$ cat config.mk
export PLATFORM = sky130hd
export DESIGN_NAME = armleo_regfile_ctrl_flat
export DESIGN_NICKNAME = d
export VERILOG_FILES = /design/src/rtl/armleo_regfile_ctrl_if.sv /design/src/rtl/armleo_regfile_ctrl.sv /design/src/flat_wrapper.sv
export SDC_FILE = /design/constraint.sdc
export NUM_CORES = 1
export LEC_CHECK = 0
export BUFFER_PORTS_ARGS = -buffer_cell sky130_fd_sc_hd__buf_2
export CAP_MARGIN = 0
export CORE_AREA = 2 2 117 119
export CTS_CLUSTER_DIAMETER = 120
export DETAILED_ROUTE_END_ITERATION = 16
export DIE_AREA = 0 0 119 121
export PLACE_DENSITY_LB_ADDON = 0.25
export REMOVE_ABC_BUFFERS = 1
export SLEW_MARGIN = 5
export SYNTH_ARGS = -nofsm -noshare
export SYNTH_HDL_FRONTEND = slang
export SYNTH_SLANG_ARGS = --single-unit
$ cat constraint.sdc
create_clock -name clk -period 2.4 [get_ports clk]
set_input_delay 0.36 -clock clk [delete_from_list [all_inputs] [get_ports clk]]
set_output_delay 0.36 -clock clk [all_outputs]
set_load 0.005 [all_outputs]
$ cat src/rtl/armleo_regfile_ctrl_if.sv
// Core, debug and regfile-side signals of the register file controller.
// slave = controller view, master = core/debug/regfile environment view.
interface armleo_regfile_ctrl_if #(
    parameter int unsigned WIDTH      = 32,
    parameter int unsigned DEPTH_LOG2 = 5
);
    // core side
    logic                  ready;
    logic                  rs1_req;
    logic                  rs2_req;
    logic [DEPTH_LOG2-1:0] rs1_addr;
    logic [DEPTH_LOG2-1:0] rs2_addr;
    logic [WIDTH-1:0]      rs1_rdata;
    logic [WIDTH-1:0]      rs2_rdata;
    logic                  rd_write;
    logic [DEPTH_LOG2-1:0] rd_addr;
    logic [WIDTH-1:0]      rd_wdata;

    // debug side
    logic                  dbg_req;
    logic                  dbg_write;
    logic [DEPTH_LOG2-1:0] dbg_addr;
    logic [WIDTH-1:0]      dbg_wdata;
    logic                  dbg_ack;
    logic [WIDTH-1:0]      dbg_rdata;

    // regfile side
    logic                  rf_rs1_read;
    logic                  rf_rs2_read;
    logic [DEPTH_LOG2-1:0] rf_rs1_addr;
    logic [DEPTH_LOG2-1:0] rf_rs2_addr;
    logic [WIDTH-1:0]      rf_rs1_rdata;
    logic [WIDTH-1:0]      rf_rs2_rdata;
    logic                  rf_rd_write;
    logic [DEPTH_LOG2-1:0] rf_rd_addr;
    logic [WIDTH-1:0]      rf_rd_wdata;

    modport slave (
        output ready,
        input  rs1_req, rs2_req, rs1_addr, rs2_addr,
        output rs1_rdata, rs2_rdata,
        input  rd_write, rd_addr, rd_wdata,
        input  dbg_req, dbg_write, dbg_addr, dbg_wdata,
        output dbg_ack, dbg_rdata,
        output rf_rs1_read, rf_rs2_read, rf_rs1_addr, rf_rs2_addr,
        input  rf_rs1_rdata, rf_rs2_rdata,
        output rf_rd_write, rf_rd_addr, rf_rd_wdata
    );

    modport master (
        input  ready,
        output rs1_req, rs2_req, rs1_addr, rs2_addr,
        input  rs1_rdata, rs2_rdata,
        output rd_write, rd_addr, rd_wdata,
        output dbg_req, dbg_write, dbg_addr, dbg_wdata,
        input  dbg_ack, dbg_rdata,
        input  rf_rs1_read, rf_rs2_read, rf_rs1_addr, rf_rs2_addr,
        output rf_rs1_rdata, rf_rs2_rdata,
        input  rf_rd_write, rf_rd_addr, rf_rd_wdata
    );
endinterface

$ cat src/rtl/armleo_regfile_ctrl.sv
// Register file controller: post-reset clear, core pass-through with write->read
// bypass, and arbitrated debug access with a starvation-forced grant.
module armleo_regfile_ctrl #(
    parameter int unsigned WIDTH        = 32,
    parameter int unsigned DEPTH_LOG2   = 5,
    parameter int unsigned STARVE_LIMIT = 8
) (
    input  logic                    clk,
    input  logic                    rst_n,
    armleo_regfile_ctrl_if.slave    bus
);
    localparam int unsigned SW = $clog2(STARVE_LIMIT + 2);
    localparam logic [DEPTH_LOG2-1:0] LAST_ADDR  = '1;
    localparam logic [DEPTH_LOG2-1:0] FIRST_ADDR = DEPTH_LOG2'(1);
    localparam logic [SW-1:0]         STARVE_MAX = SW'(STARVE_LIMIT);

    typedef enum logic [1:0] {
        S_CLEAR   = 2'd0,
        S_RUN     = 2'd1,
        S_DBG_ACK = 2'd2
    } state_t;

    state_t                r_state;
    state_t                w_state_nxt;
    logic [DEPTH_LOG2-1:0] r_clr_addr;
    logic [DEPTH_LOG2-1:0] w_clr_addr_nxt;
    logic [SW-1:0]         r_starve;
    logic [SW-1:0]         w_starve_nxt;

    logic                  r_byp1;
    logic                  r_byp2;
    logic [WIDTH-1:0]      r_byp_data1;
    logic [WIDTH-1:0]      r_byp_data2;
    logic                  r_dbg_rd;

    logic                  w_ready;
    logic                  w_force;
    logic                  w_grant_rd;
    logic                  w_grant_wr;
    logic                  w_rs1_read;
    logic                  w_rs2_read;
    logic [DEPTH_LOG2-1:0] w_rs1_addr;
    logic [DEPTH_LOG2-1:0] w_rs2_addr;
    logic                  w_rd_write;
    logic [DEPTH_LOG2-1:0] w_rd_addr;
    logic [WIDTH-1:0]      w_rd_wdata;
    logic                  w_hit1;
    logic                  w_hit2;
    logic [WIDTH-1:0]      w_rs1_rdata;
    logic [WIDTH-1:0]      w_rs2_rdata;

    // State register
    always_ff @(posedge clk or negedge rst_n) begin
        if (!rst_n) begin
            r_state    <= S_CLEAR;
            r_clr_addr <= FIRST_ADDR;
            r_starve   <= '0;
        end else begin
            r_state    <= w_state_nxt;
            r_clr_addr <= w_clr_addr_nxt;
            r_starve   <= w_starve_nxt;
        end
    end

    // Next state, arbitration and regfile port steering
    always_comb begin
        w_state_nxt    = r_state;
        w_clr_addr_nxt = r_clr_addr;
        w_starve_nxt   = r_starve;
        w_ready        = 1'b0;
        w_force        = 1'b0;
        w_grant_rd     = 1'b0;
        w_grant_wr     = 1'b0;
        w_rs1_read     = 1'b0;
        w_rs2_read     = 1'b0;
        w_rs1_addr     = bus.rs1_addr;
        w_rs2_addr     = bus.rs2_addr;
        w_rd_write     = 1'b0;
        w_rd_addr      = bus.rd_addr;
        w_rd_wdata     = bus.rd_wdata;

        case (r_state)
            S_CLEAR: begin
                w_rd_write = 1'b1;
                w_rd_addr  = r_clr_addr;
                w_rd_wdata = '0;
                if (r_clr_addr == LAST_ADDR) begin
                    w_state_nxt = S_RUN;
                end else begin
                    w_clr_addr_nxt = r_clr_addr + FIRST_ADDR;
                end
            end
            S_RUN: begin
                // A starved debug request steals the whole cycle from the core.
                w_force    = bus.dbg_req && (r_starve == STARVE_MAX);
                w_ready    = !w_force;
                w_grant_rd = bus.dbg_req && !bus.dbg_write && (!bus.rs1_req || !w_ready);
                w_grant_wr = bus.dbg_req &&  bus.dbg_write && (!bus.rd_write || !w_ready);
                if (w_grant_rd || w_grant_wr) begin
                    w_state_nxt  = S_DBG_ACK;
                    w_starve_nxt = '0;
                end else if (bus.dbg_req) begin
                    w_starve_nxt = r_starve + SW'(1);
                end
            end
            S_DBG_ACK: begin
                w_ready     = 1'b1;
                w_state_nxt = S_RUN;
            end
            default: begin
                w_state_nxt = S_CLEAR;
            end
        endcase

        if (w_ready) begin
            w_rs1_read = bus.rs1_req;
            w_rs2_read = bus.rs2_req;
            w_rd_write = bus.rd_write && (bus.rd_addr != '0);
        end
        if (w_grant_rd) begin
            w_rs1_read = 1'b1;
            w_rs1_addr = bus.dbg_addr;
        end
        if (w_grant_wr) begin
            w_rd_write = (bus.dbg_addr != '0);
            w_rd_addr  = bus.dbg_addr;
            w_rd_wdata = bus.dbg_wdata;
        end
    end

    // Register 0 never bypasses: its writes are never issued to the regfile.
    assign w_hit1 = w_rd_write && (w_rd_addr == w_rs1_addr) && (w_rs1_addr != '0);
    assign w_hit2 = w_rd_write && (w_rd_addr == w_rs2_addr) && (w_rs2_addr != '0);

    // Bypass selection is latched per port and held until that port reads again
    always_ff @(posedge clk or negedge rst_n) begin
        if (!rst_n) begin
            r_byp1      <= 1'b0;
            r_byp2      <= 1'b0;
            r_byp_data1 <= '0;
            r_byp_data2 <= '0;
            r_dbg_rd    <= 1'b0;
        end else begin
            if (w_rs1_read) begin
                r_byp1      <= w_hit1;
                r_byp_data1 <= w_rd_wdata;
            end
            if (w_rs2_read) begin
                r_byp2      <= w_hit2;
                r_byp_data2 <= w_rd_wdata;
            end
            if (w_grant_rd || w_grant_wr) begin
                r_dbg_rd <= w_grant_rd;
            end
        end
    end

    assign w_rs1_rdata = r_byp1 ? r_byp_data1 : bus.rf_rs1_rdata;
    assign w_rs2_rdata = r_byp2 ? r_byp_data2 : bus.rf_rs2_rdata;

    assign bus.ready       = w_ready;
    assign bus.rs1_rdata   = w_rs1_rdata;
    assign bus.rs2_rdata   = w_rs2_rdata;
    assign bus.dbg_ack     = (r_state == S_DBG_ACK);
    assign bus.dbg_rdata   = ((r_state == S_DBG_ACK) && r_dbg_rd) ? w_rs1_rdata : '0;
    assign bus.rf_rs1_read = w_rs1_read;
    assign bus.rf_rs2_read = w_rs2_read;
    assign bus.rf_rs1_addr = w_rs1_addr;
    assign bus.rf_rs2_addr = w_rs2_addr;
    assign bus.rf_rd_write = w_rd_write;
    assign bus.rf_rd_addr  = w_rd_addr;
    assign bus.rf_rd_wdata = w_rd_wdata;

endmodule

$ cat src/flat_wrapper.sv
// flat-port wrapper written by rule: the top's interface ports become plain ports
module armleo_regfile_ctrl_flat 
#(
    parameter int unsigned WIDTH        = 32,
    parameter int unsigned DEPTH_LOG2   = 5,
    parameter int unsigned STARVE_LIMIT = 8
)
  (clk, rst_n, bus_ready, bus_rs1_req, bus_rs2_req, bus_rs1_addr, bus_rs2_addr, bus_rs1_rdata, bus_rs2_rdata, bus_rd_write, bus_rd_addr, bus_rd_wdata, bus_dbg_req, bus_dbg_write, bus_dbg_addr, bus_dbg_wdata, bus_dbg_ack, bus_dbg_rdata, bus_rf_rs1_read, bus_rf_rs2_read, bus_rf_rs1_addr, bus_rf_rs2_addr, bus_rf_rs1_rdata, bus_rf_rs2_rdata, bus_rf_rd_write, bus_rf_rd_addr, bus_rf_rd_wdata);
  armleo_regfile_ctrl_if #(.WIDTH(WIDTH), .DEPTH_LOG2(DEPTH_LOG2)) bus_i ();
  input  logic clk;
  input  logic rst_n;
  output wire logic [$bits(bus_i.ready)-1:0] bus_ready;
  input wire logic [$bits(bus_i.rs1_req)-1:0] bus_rs1_req;
  input wire logic [$bits(bus_i.rs2_req)-1:0] bus_rs2_req;
  input wire logic [$bits(bus_i.rs1_addr)-1:0] bus_rs1_addr;
  input wire logic [$bits(bus_i.rs2_addr)-1:0] bus_rs2_addr;
  output wire logic [$bits(bus_i.rs1_rdata)-1:0] bus_rs1_rdata;
  output wire logic [$bits(bus_i.rs2_rdata)-1:0] bus_rs2_rdata;
  input wire logic [$bits(bus_i.rd_write)-1:0] bus_rd_write;
  input wire logic [$bits(bus_i.rd_addr)-1:0] bus_rd_addr;
  input wire logic [$bits(bus_i.rd_wdata)-1:0] bus_rd_wdata;
  input wire logic [$bits(bus_i.dbg_req)-1:0] bus_dbg_req;
  input wire logic [$bits(bus_i.dbg_write)-1:0] bus_dbg_write;
  input wire logic [$bits(bus_i.dbg_addr)-1:0] bus_dbg_addr;
  input wire logic [$bits(bus_i.dbg_wdata)-1:0] bus_dbg_wdata;
  output wire logic [$bits(bus_i.dbg_ack)-1:0] bus_dbg_ack;
  output wire logic [$bits(bus_i.dbg_rdata)-1:0] bus_dbg_rdata;
  output wire logic [$bits(bus_i.rf_rs1_read)-1:0] bus_rf_rs1_read;
  output wire logic [$bits(bus_i.rf_rs2_read)-1:0] bus_rf_rs2_read;
  output wire logic [$bits(bus_i.rf_rs1_addr)-1:0] bus_rf_rs1_addr;
  output wire logic [$bits(bus_i.rf_rs2_addr)-1:0] bus_rf_rs2_addr;
  input wire logic [$bits(bus_i.rf_rs1_rdata)-1:0] bus_rf_rs1_rdata;
  input wire logic [$bits(bus_i.rf_rs2_rdata)-1:0] bus_rf_rs2_rdata;
  output wire logic [$bits(bus_i.rf_rd_write)-1:0] bus_rf_rd_write;
  output wire logic [$bits(bus_i.rf_rd_addr)-1:0] bus_rf_rd_addr;
  output wire logic [$bits(bus_i.rf_rd_wdata)-1:0] bus_rf_rd_wdata;
  assign bus_ready = bus_i.ready;
  assign bus_i.rs1_req = bus_rs1_req;
  assign bus_i.rs2_req = bus_rs2_req;
  assign bus_i.rs1_addr = bus_rs1_addr;
  assign bus_i.rs2_addr = bus_rs2_addr;
  assign bus_rs1_rdata = bus_i.rs1_rdata;
  assign bus_rs2_rdata = bus_i.rs2_rdata;
  assign bus_i.rd_write = bus_rd_write;
  assign bus_i.rd_addr = bus_rd_addr;
  assign bus_i.rd_wdata = bus_rd_wdata;
  assign bus_i.dbg_req = bus_dbg_req;
  assign bus_i.dbg_write = bus_dbg_write;
  assign bus_i.dbg_addr = bus_dbg_addr;
  assign bus_i.dbg_wdata = bus_dbg_wdata;
  assign bus_dbg_ack = bus_i.dbg_ack;
  assign bus_dbg_rdata = bus_i.dbg_rdata;
  assign bus_rf_rs1_read = bus_i.rf_rs1_read;
  assign bus_rf_rs2_read = bus_i.rf_rs2_read;
  assign bus_rf_rs1_addr = bus_i.rf_rs1_addr;
  assign bus_rf_rs2_addr = bus_i.rf_rs2_addr;
  assign bus_i.rf_rs1_rdata = bus_rf_rs1_rdata;
  assign bus_i.rf_rs2_rdata = bus_rf_rs2_rdata;
  assign bus_rf_rd_write = bus_i.rf_rd_write;
  assign bus_rf_rd_addr = bus_i.rf_rd_addr;
  assign bus_rf_rd_wdata = bus_i.rf_rd_wdata;
  armleo_regfile_ctrl #(.WIDTH(WIDTH), .DEPTH_LOG2(DEPTH_LOG2), .STARVE_LIMIT(STARVE_LIMIT)) u_core (.clk(clk), .rst_n(rst_n), .bus(bus_i));
endmodule
==> reports/results.ini <==
[placement]
place.gp.congestion=0.911
place_area_um2=6990
io_buffers=302
numPlacedInstances=1057
hpwl_um=13800

[routing]
drtIter0Drc=248
drtPass1Iterations=4
wire_per_inst_um=17.3
ant_nets=0
via_per_inst=5.10
routed_wl_um=19400
drc_errors=0
vias=5719

[synthesis]
avgSynthCellArea_um2=8.70
syn_area_um2=5190
synth_edf_count=0
yosys_warnings=0
ys_async_sr_fraction_pct=100
netlist_top_cells_area=dfrtp_1 37%, mux2_2 15%, o21ai_0 7.6%
ys.flop_type=dfrtp_1
synth-seq-cells=78
synth.top_cell.area_share_pct=37.1
yosysSeqAreaShare_pct=37.6
ys_types=46
yosys.area.top_type=dfrtp_1
synthCells=597

[setup_path]
startpoint=u_core.r_state[0]
criticalPathCategory=reg -> out
cp-start-kind=register
r2r_start=u_core.r_starve[1]
required_ns=2.04
crit_arrival_ns=2.05
path_max_fanout=4
cp-end-kind=output port

[timing]
finalSetupTns_ns=-0.00846
hold_viol=0
skew_ns=0.00987
timing.slew.headroom_pct=45.7
period_share_pct=100
whs_ns=0.111
setup_viol=2
slew_viol_final=0
setup_ws_ns=-0.00800
rsz0062_at_grt=yes
fin_crit_ns=2.41
worst_pin_slew_ns=0.814
max_freq_mhz=415

[clocking]
clockBufferDepth=2
clk_pin_slew_ns=0.06
cts_tree=done
root_buffer=clkbuf_16
numCtsBuffers=9
cts.sinks=78
h-tree-depth=3
cts_hold_buf=0
clk_latency_ns=0.34

[cells_and_area]
utilization_pct=62.2
syn_to_final_growth_pct=56.7
drive_above_1_share_pct=58.0
num-fill-cells=1156
diodes=0
nNetsFinal=1106
design_area_um2=8140
instances_no_fill=1121

[die]
placementRows=42
ios=303
initial_core_util_pct=39.7
die-area_um2=14400
dieHeight_um=121
core_area_um2=13100
die_x_um=119

[grt]
grt_pass1_wl_um=28100
track_usage_pct=25.0
grt_start_max_net_pins=62
antenna_found_initial=0
grt_overflow_total=0
grt_pass1_vias=5424

[power_and_ir_drop]
ir_worst_vdd_mv=0.636
p_leak_nw=4.19
powerDensity_nw_per_um2=983

[worst_hold_path]
hold_class=in -> async

[flow_run]
max_cap_viol_count=0

[run_status]
violations=negative setup slack
run_status=complete, but fails checks

==> metal layers <==
layer | GRT usage [%] | share of wire, % | up-vias
met5 | 0 | 0 | -
met3 | 4.65 | 6.5 | 23
li1 | - | - | 2748
met1 | 31.0 | 41 | 2689
met2 | 43.6 | 51 | 259
met4 | 8.78 | 1.7 | 0
==> registers in the layout, summed over array words and instances, names as in the netlist <==
register,flops
u_core.r_byp1,1
u_core.r_byp2,1
u_core.r_byp_data1,32
u_core.r_byp_data2,32
u_core.r_clr_addr,5
u_core.r_dbg_rd,1
u_core.r_starve,4
u_core.r_state,2
==> synth_stat cells (11+ instances only) <==
cell type,instances
inv_1,52
o21ai_0,79
nor2b_1,34
buf_2,11
dfrtp_1,77
and3_1,34
mux2_2,71
clkbuf_1,25
a21oi_1,39
nand2_1,77
==> worst max-delay path, stage by stage (launching register included) <==
cell and delay [ns]:
dfrtp_2 0.41, inv_1 0.10, ha_2 0.34, o21ai_1 0.10, a21oi_4 0.18, o311a_1 0.21, o32a_1 0.23, buf_2 0.14
==> metrics by stage <==
stage	worst slack (ns)	power, W
floorplan	-1.45	0.00406
global placement	0.113	0.00563
detailed placement	0.137	0.00570
CTS	-0.0571	0.00745
global route	-0.0966	0.00858
finish	-0.00800	0.00800
==> power breakdown <==
group	switching [W]	internal, W	total, W
Combinational	0.00237	0.00230	0.00467
Clock	0.000496	0.000713	0.00121
Sequential	0.000316	0.00181	0.00213
==> cell usage in the layout (no fill, tap or decap), types with 2 or more instances in the layout <==
| cell | n |
|---|---|
| buf_2 | 299 |
| o21ai_0 | 77 |
| nand2_1 | 75 |
| dfrtp_1 | 74 |
| mux2_2 | 70 |
| buf_4 | 65 |
| inv_1 | 46 |
| nor2b_1 | 34 |
| a21oi_2 | 27 |
| and3_4 | 23 |
| and3_1 | 12 |
| clkbuf_16 | 10 |
| nor2_1 | 8 |
| a221oi_1 | 8 |
| a21oi_4 | 7 |
| xnor2_1 | 7 |
| inv_2 | 6 |
| nand3_1 | 6 |
| buf_8 | 6 |
| a21oi_1 | 5 |
| buf_12 | 5 |
| mux2i_1 | 4 |
| xor2_1 | 4 |
| nor3_1 | 4 |
| o32ai_1 | 4 |
| ha_1 | 4 |
| mux2i_4 | 3 |
| nand4_1 | 3 |
| buf_6 | 3 |
| dfrtp_2 | 3 |
| nand2_2 | 2 |
| mux2i_2 | 2 |
| o21ai_1 | 2 |
| and2_1 | 2 |
| o21a_1 | 2 |
| a21o_1 | 2 |
| ha_4 | 2 |
| ha_2 | 2 |
| clkbuf_1 | 2 |
==> what timing repair did <==
item / 4_1_cts / 5_1_grt
gates resized for setup: 56 / 54
cloned: 1 / 3
buffers inserted: 28 / 19
pin swaps: 3 / 12
endpoints found under the hold margin: 0 / 0
setup endpoints to repair: 42 / 47
==> kinds of logic after synthesis <==
family | count (synthesis) | share of synthesized area (%)
AO/OA/AOI/OAI | 149 | 16.7
XOR/XNOR | 11 | 1.85
adder cells (fa/ha/maj) | 8 | 1.93
buffers and inverters | 97 | 7.78
flip-flops | 78 | 37.6
multiplexers | 81 | 17.6
AND/OR/NAND/NOR | 173 | 16.6
==> cell type report <==
type / count / area [um2] / share of cell area, %
sequential: 78 / 1960 / 24.0
clock inverter: 1 / 8.76 / 0.108
tap: 176 / 220 / 2.71
clock buffer: 12 / 246 / 3.03
multi-input combinational: 422 / 3250 / 39.9
inverter: 52 / 195 / 2.40
timing repair buffer: 380 / 2270 / 27.8
==> path summary, 6_finish.rpt <==
path / end / slack, ns / depth (start not counted)
min in group clk: u_core.r_byp_data1[29] / 0.34 / 3
max in group asynchronous: u_core.r_byp2 / 1.59 / 2
worst min-delay path: u_core.r_byp_data1[31] / 0.11 / 1
worst max register to register: u_core.r_byp2 / 0.14 / 10
worst max-delay path: bus_rf_rd_write / -0.008 / 7
worst min register to register: u_core.r_byp_data1[16] / 0.47 / 2
No activity file was read; power rests on OpenSTA's default activity.
